===== src/rtl/mult_stage_pipe_pkg.sv =====
// PE datapath configuration and multiply-stage control types.
// MSbeat is the stage-register layout at the default PE geometry.
package PECfg;
  localparam int PE_DWD     = 8;
  localparam int PE_PSUMDWD = 16;
  localparam int PE_PEROW   = 4;
endpackage

package PECtlCfg;
  import PECfg::*;

  localparam int PE_SIDEW = 8;

  typedef enum logic [1:0] {
    MS_FULL = 2'd0,
    MS_DUAL = 2'd1,
    MS_BYP  = 2'd2,
    MS_RSV  = 2'd3
  } MSmode;

  typedef struct packed {
    logic [PE_PEROW*2*PE_DWD-1:0]  sum;
    logic [PE_PEROW*PE_PSUMDWD-1:0] psum;
    logic [PE_SIDEW-1:0]            side;
  } MSbeat;
endpackage


===== src/rtl/mult_stage_pipe_lane.sv =====
// One row of the multiply stage: combinational, zero latency, no flow control.
// Full signed multiply, packed dual half-width MAC, bypass, or zero.
module mult_lane
  import PECtlCfg::*;
#(
  parameter int DWD = 8
) (
  input  logic [DWD-1:0]   ipix_i,
  input  logic [DWD-1:0]   wpix_i,
  input  MSmode            mode_i,
  output logic [2*DWD-1:0] sum_o
);

  localparam int HW = DWD / 2;

  logic signed [2*DWD-1:0] ip_x, wp_x, ihi_x, ilo_x, whi_x, wlo_x;

  always_comb begin
    ip_x  = {{DWD{ipix_i[DWD-1]}}, ipix_i};
    wp_x  = {{DWD{wpix_i[DWD-1]}}, wpix_i};
    ihi_x = {{(2*DWD-HW){ipix_i[DWD-1]}}, ipix_i[DWD-1:HW]};
    ilo_x = {{(2*DWD-HW){ipix_i[HW-1]}},  ipix_i[HW-1:0]};
    whi_x = {{(2*DWD-HW){wpix_i[DWD-1]}}, wpix_i[DWD-1:HW]};
    wlo_x = {{(2*DWD-HW){wpix_i[HW-1]}},  wpix_i[HW-1:0]};
    sum_o = '0;
    case (mode_i)
      MS_FULL: sum_o = ip_x * wp_x;
      MS_DUAL: sum_o = ihi_x * whi_x + ilo_x * wlo_x;
      MS_BYP:  sum_o = ip_x;
      default: sum_o = '0;
    endcase
  end

endmodule


===== src/rtl/mult_stage_pipe.sv =====
// PE multiply stage: PEROW lanes into an NSTAGE valid pipeline, latency NSTAGE, 1 beat/cycle.
// Bubbles collapse; o_FS_ack falls only when the last stage is stalled by i_MS_ack or on flush.
module mult_stage_pipe
  import PECfg::*;
  import PECtlCfg::*;
#(
  parameter int DWD     = PE_DWD,
  parameter int PSUMDWD = PE_PSUMDWD,
  parameter int PEROW   = PE_PEROW,
  parameter int NSTAGE  = 2,
  parameter int SIDEW   = PE_SIDEW,
  parameter int CNTW    = 16
) (
  input  logic                       i_clk,
  input  logic                       i_rst,
  input  logic                       i_FS_rdy,
  output logic                       o_FS_ack,
  input  logic [PEROW*DWD-1:0]       i_ipix,
  input  logic [PEROW*DWD-1:0]       i_wpix,
  input  logic [PEROW*PSUMDWD-1:0]   i_psum,
  input  logic [1:0]                 i_mode,
  input  logic [SIDEW-1:0]           i_side,
  output logic                       o_MS_rdy,
  input  logic                       i_MS_ack,
  output logic [PEROW*2*DWD-1:0]     o_sum,
  output logic [PEROW*PSUMDWD-1:0]   o_psum,
  output logic [SIDEW-1:0]           o_side,
  input  logic                       i_flush,
  input  logic                       i_clr,
  output logic [CNTW-1:0]            o_beat_cnt
);

  // MSbeat layout, sized by this instance's parameters
  typedef struct packed {
    logic [PEROW*2*DWD-1:0]   sum;
    logic [PEROW*PSUMDWD-1:0] psum;
    logic [SIDEW-1:0]         side;
  } beat_t;

  beat_t                  cap_beat;
  beat_t                  stg_q [NSTAGE];
  beat_t                  stg_d [NSTAGE];
  logic [NSTAGE-1:0]      v_q, v_d, adv;
  logic [CNTW-1:0]        cnt_q, cnt_d;
  logic [PEROW*2*DWD-1:0] lane_sum;
  logic                   in_xfer, out_xfer;

  for (genvar r = 0; r < PEROW; r++) begin : g_lane
    mult_lane #(.DWD(DWD)) u_lane (
      .ipix_i (i_ipix[r*DWD +: DWD]),
      .wpix_i (i_wpix[r*DWD +: DWD]),
      .mode_i (MSmode'(i_mode)),
      .sum_o  (lane_sum[r*2*DWD +: 2*DWD])
    );
  end

  always_comb begin
    cap_beat      = '0;
    cap_beat.sum  = lane_sum;
    cap_beat.psum = i_psum;
    cap_beat.side = i_side;
  end

  // A stage moves when its successor is empty or moving in the same cycle
  always_comb begin
    adv = '0;
    adv[NSTAGE-1] = v_q[NSTAGE-1] & i_MS_ack;
    for (int k = NSTAGE - 2; k >= 0; k--) begin
      adv[k] = v_q[k] & (~v_q[k+1] | adv[k+1]);
    end
  end

  assign out_xfer = adv[NSTAGE-1];
  assign o_FS_ack = i_rst | (~i_flush & (~v_q[0] | adv[0]));
  assign in_xfer  = i_FS_rdy & o_FS_ack;

  always_comb begin
    v_d   = v_q;
    stg_d = stg_q;
    if (in_xfer) begin
      v_d[0]   = 1'b1;
      stg_d[0] = cap_beat;
    end else if (adv[0]) begin
      v_d[0] = 1'b0;
    end
    for (int k = 1; k < NSTAGE; k++) begin
      if (adv[k-1]) begin
        v_d[k]   = 1'b1;
        stg_d[k] = stg_q[k-1];
      end else if (adv[k]) begin
        v_d[k] = 1'b0;
      end
    end
    if (i_flush) v_d = '0;
  end

  always_comb begin
    cnt_d = cnt_q;
    if (i_clr)         cnt_d = '0;
    else if (out_xfer) cnt_d = cnt_q + CNTW'(1);
  end

  always_ff @(posedge i_clk) begin
    if (i_rst) begin
      v_q   <= '0;
      cnt_q <= '0;
      for (int k = 0; k < NSTAGE; k++) stg_q[k] <= '0;
    end else begin
      v_q   <= v_d;
      cnt_q <= cnt_d;
      stg_q <= stg_d;
    end
  end

  assign o_MS_rdy   = v_q[NSTAGE-1];
  assign o_sum      = stg_q[NSTAGE-1].sum;
  assign o_psum     = stg_q[NSTAGE-1].psum;
  assign o_side     = stg_q[NSTAGE-1].side;
  assign o_beat_cnt = cnt_q;

endmodule


===== config.mk =====
export PLATFORM = sky130hd
export DESIGN_NAME = mult_stage_pipe
export DESIGN_NICKNAME = d
export VERILOG_FILES = /design/src/rtl/mult_stage_pipe_pkg.sv /design/src/rtl/mult_stage_pipe_lane.sv /design/src/rtl/mult_stage_pipe.sv
export SDC_FILE = /design/constraint.sdc
export NUM_CORES = 2
export LEC_CHECK = 0
export CORE_MARGIN = 2
export CORE_UTILIZATION = 40
export CTS_BUF_LIST = sky130_fd_sc_hd__clkbuf_16
export DETAILED_ROUTE_END_ITERATION = 6
export SLEW_MARGIN = 10
export SYNTH_ARGS = -nofsm -noshare
export SYNTH_HDL_FRONTEND = slang
export SYNTH_SLANG_ARGS = --single-unit

===== constraint.sdc =====
create_clock -name i_clk -period 9.9 [get_ports i_clk]
set_input_delay 1.485 -clock i_clk [delete_from_list [all_inputs] [get_ports i_clk]]
set_output_delay 1.485 -clock i_clk [all_outputs]
set_load 0.01 [all_outputs]

==> impl_results.md <==
- Status: completed
- Post-synthesis mux area share: 1.17%
- Worst clock skew: 18.0 ps
- Fmax: 161 MHz
- YS warnings: 0
- Post-synthesis sequential area ratio: 22.0%
- Clk root buf: clkbuf_16
- Core area: 65500 um2
- Met1 Use GR: 27.8%
- Max VDD drop: 0.124 mV
- Final setup vio count: 0
- Nets: 3844
- Sum Neg Setup Slack: 0 ps
- Clk_lat worst skew: 540 ps
- # fillers: 6496
- # IOs: 298
- Primary FF master, synth: dfxtp_1
- Main combinational cell family by area after synthesis: adder cells
- DRT Pass-1 Iters: 5
- Hold Path Depth: 2
- Clock transition at path regs: 60 ps
- Adder-Cell Fraction of Synth Area: 33.1%
- GR Util met3: 3.36%
- H-tree depth: 2
- Clock Sinks: 290
- Startpoint class of the critical path: input pin
- First-pass GRT wire length: 112000 um
- Gpl congestion: 0.857
- Final hold viol count: 0
- Arr. time, crit path: 6620 ps
- WL/cell: 17.4 um
- Resize count post-CTS: 0
- CTS tree: built
- GRT busiest layer: met2
- Die height: 261 um
- Relative max-transition margin: 34.0%
- Area contributors post-synth: dfxtp_1 (22%), fa_1 (22%), ha_1 (11%)
- Slew of the pin with the lowest slew margin: 987 ps
- M2 GR Usage: 35.3%
- Tmin final: 6200 ps
- Fraction of registers with async set/reset: 0%
- DRC: 0
- DRT Wirelength: 70700 um
- PortBufs: 297
- GRT overflow: 0
- Total track usage: 20.9%
- ANT cells: 0
- Fin util: 46.0%
- Area fraction of the dominant cell type after synthesis: 22.0%
- Detailed Place HPWL: 54200 um
- Die area: 68000 um2
- Tot Pwr: 5.99 mW
- Largest net degree at the start of global routing: 79
- Clk buf depth: 3
- Chip Width: 261 um
- Area added between synthesis and finish: 14.4%
- Worst EP required: 10320 ps
- Syn_nets: 3756
- Register-to-Register Path Depth: 7
- Crit share post-route: 62.6%
- Vias in the first global route: 20.2k
- Critical path class: input pin to flip-flop
- Post-route antenna net violation count: 0
- Hold Crit Class: flip-flop to flip-flop
- Initial Util: 40.2%
- Number of synthesized flops with an enable pin: 0
- Power Density: 199 nW/um2
- Synth Area in XOR/XNOR: 4.59%
- DR vias: 20.0k
- Via density: 4.91
- Maxcap violations: 0
- Initial antenna violation count: 1
- Syn Std Cell Area: 26400 um2
- Cts hold-fix bufs: 0
- Fin. max-slew vios: 0
- Layout cells sized above 1: 3.34%
- Yosys reg bits: 290
- Worst setup EP type: flip-flop
- P_leak: 13.5 nW
- Cell taking the most area after synthesis: dfxtp_1
- Starting DRT DRC Count: 1001
- Synth Area in Simple Gates: 15.2%
- RSZ-0062 raised after global routing: no
- Crit Path Max Fanout: 10
- Synth Area per Inst: 8.54 um2
- Post-synthesis cell type count: 62
- CTS buffer count: 35
- Num rows: 94
- Compound-Gate Fraction of Synth Area: 11.8%
- Cells after Synth: 3087
- Post-CTS Setup Bufs: 0
==> routing by layer <==
layer / share of wire, % / up-vias
met5: 0.018 / -
met4: 2.2 / 2
met3: 5.3 / 91
met2: 46 / 407
met1: 46 / 9625
li1: - / 9845
==> where the power goes <==
| part | total (mW) | switching (mW) | internal (mW) |
|---|---|---|---|
| Sequential | 1.28 | 0.0417 | 1.24 |
| Clock | 1.28 | 0.544 | 0.732 |
| Combinational | 3.43 | 1.93 | 1.50 |
==> final cells by class <==
cell class	count	area (um2)	area share, %
sequential	290	5810	19.3
clock buffer	35	876	2.91
clock inverter	27	248	0.822
tap	864	1080	3.59
multi-input combinational	2100	17400	57.8
timing repair buffer	311	3070	10.2
inverter	437	1640	5.44
==> synthesized netlist by cell type, drive strengths merged (16+ instances only) <==
library cell    n
a22o           22
and2          160
buf           183
o21a           16
mux2i          23
clkbuf         77
nand2b         31
inv           437
nor3           24
nor2           83
nand2         529
a21oi         292
dfxtp         290
fa            288
xor2           47
o21ai          75
a21o           34
xnor2          91
ha            237
nor2b          17
==> state kept, by name, summed over array words and instances (netlist names) <==
register,count
o_beat_cnt,16
o_psum,64
o_side,8
o_sum,64
stg_q,136
v_q,2
==> metrics by stage <==
| step | cell area (um2) | std cells | setup slack, ps | hold slack (ps) |
|---|---|---|---|---|
| floorplan | 26400 | 3087 | 3920 | 425 |
| global placement | 29000 | 4002 | 3220 | 437 |
| detailed placement | 29000 | 4002 | 3160 | 442 |
| CTS | 30100 | 4064 | 3730 | 446 |
| global route | 30100 | 4064 | 3410 | 457 |
| finish | 30100 | 4064 | 3700 | 444 |
==> path summary, 6_finish.rpt <==
path | from | end | slack [ps]
worst min-delay path | stg_q[164] | o_psum[20] | 440
worst max register to register | v_q[1] | stg_q[236] | 6990
worst max-delay path | i_ipix[18] | stg_q[247] | 3700
worst min register to register | stg_q[164] | o_psum[20] | 440
==> critical path, cell delays in order <==
cell             delay [ps]
clkdlybuf4s50_1         770
nand2_1                 180
fa_1                    550
fa_1                    530
inv_1                    50
fa_1                    440
ha_1                    230
fa_1                    460
xor2_1                  160
ha_1                    320
o21ai_0                 250
a21oi_1                  70
or2_2                   310
fa_1                    470
nand2_1                  60
o21ai_0                  70
a22o_1                  210
==> placed cells by master (no fill, tap or decap), drive strengths merged, types with 16 or more instances in the layout <==
cell,Yosys,routed
dfxtp,290,290
a21oi,292,292
mux2i,23,23
nor2b,17,17
buf,183,16
nor2,83,83
clkdlybuf4s50,0,294
a21o,34,34
and2,160,160
clkbuf,77,36
ha,237,237
inv,437,446
fa,288,288
o21a,16,16
nand2,529,529
xor2,47,47
o21ai,75,75
xnor2,91,91
a22o,22,22
nand2b,31,31
nor3,24,24
==> cells by family (layout without fill, tap and decap cells) <==
group,after synthesis,in the layout
flip-flops,290,290
XOR/XNOR,138,138
buffers and inverters,697,810
adder cells (fa/ha/maj),525,525
multiplexers,30,30
AO/OA/AOI/OAI,521,521
AND/OR/NAND/NOR,886,886
No activity file was read; power rests on OpenSTA's default activity.
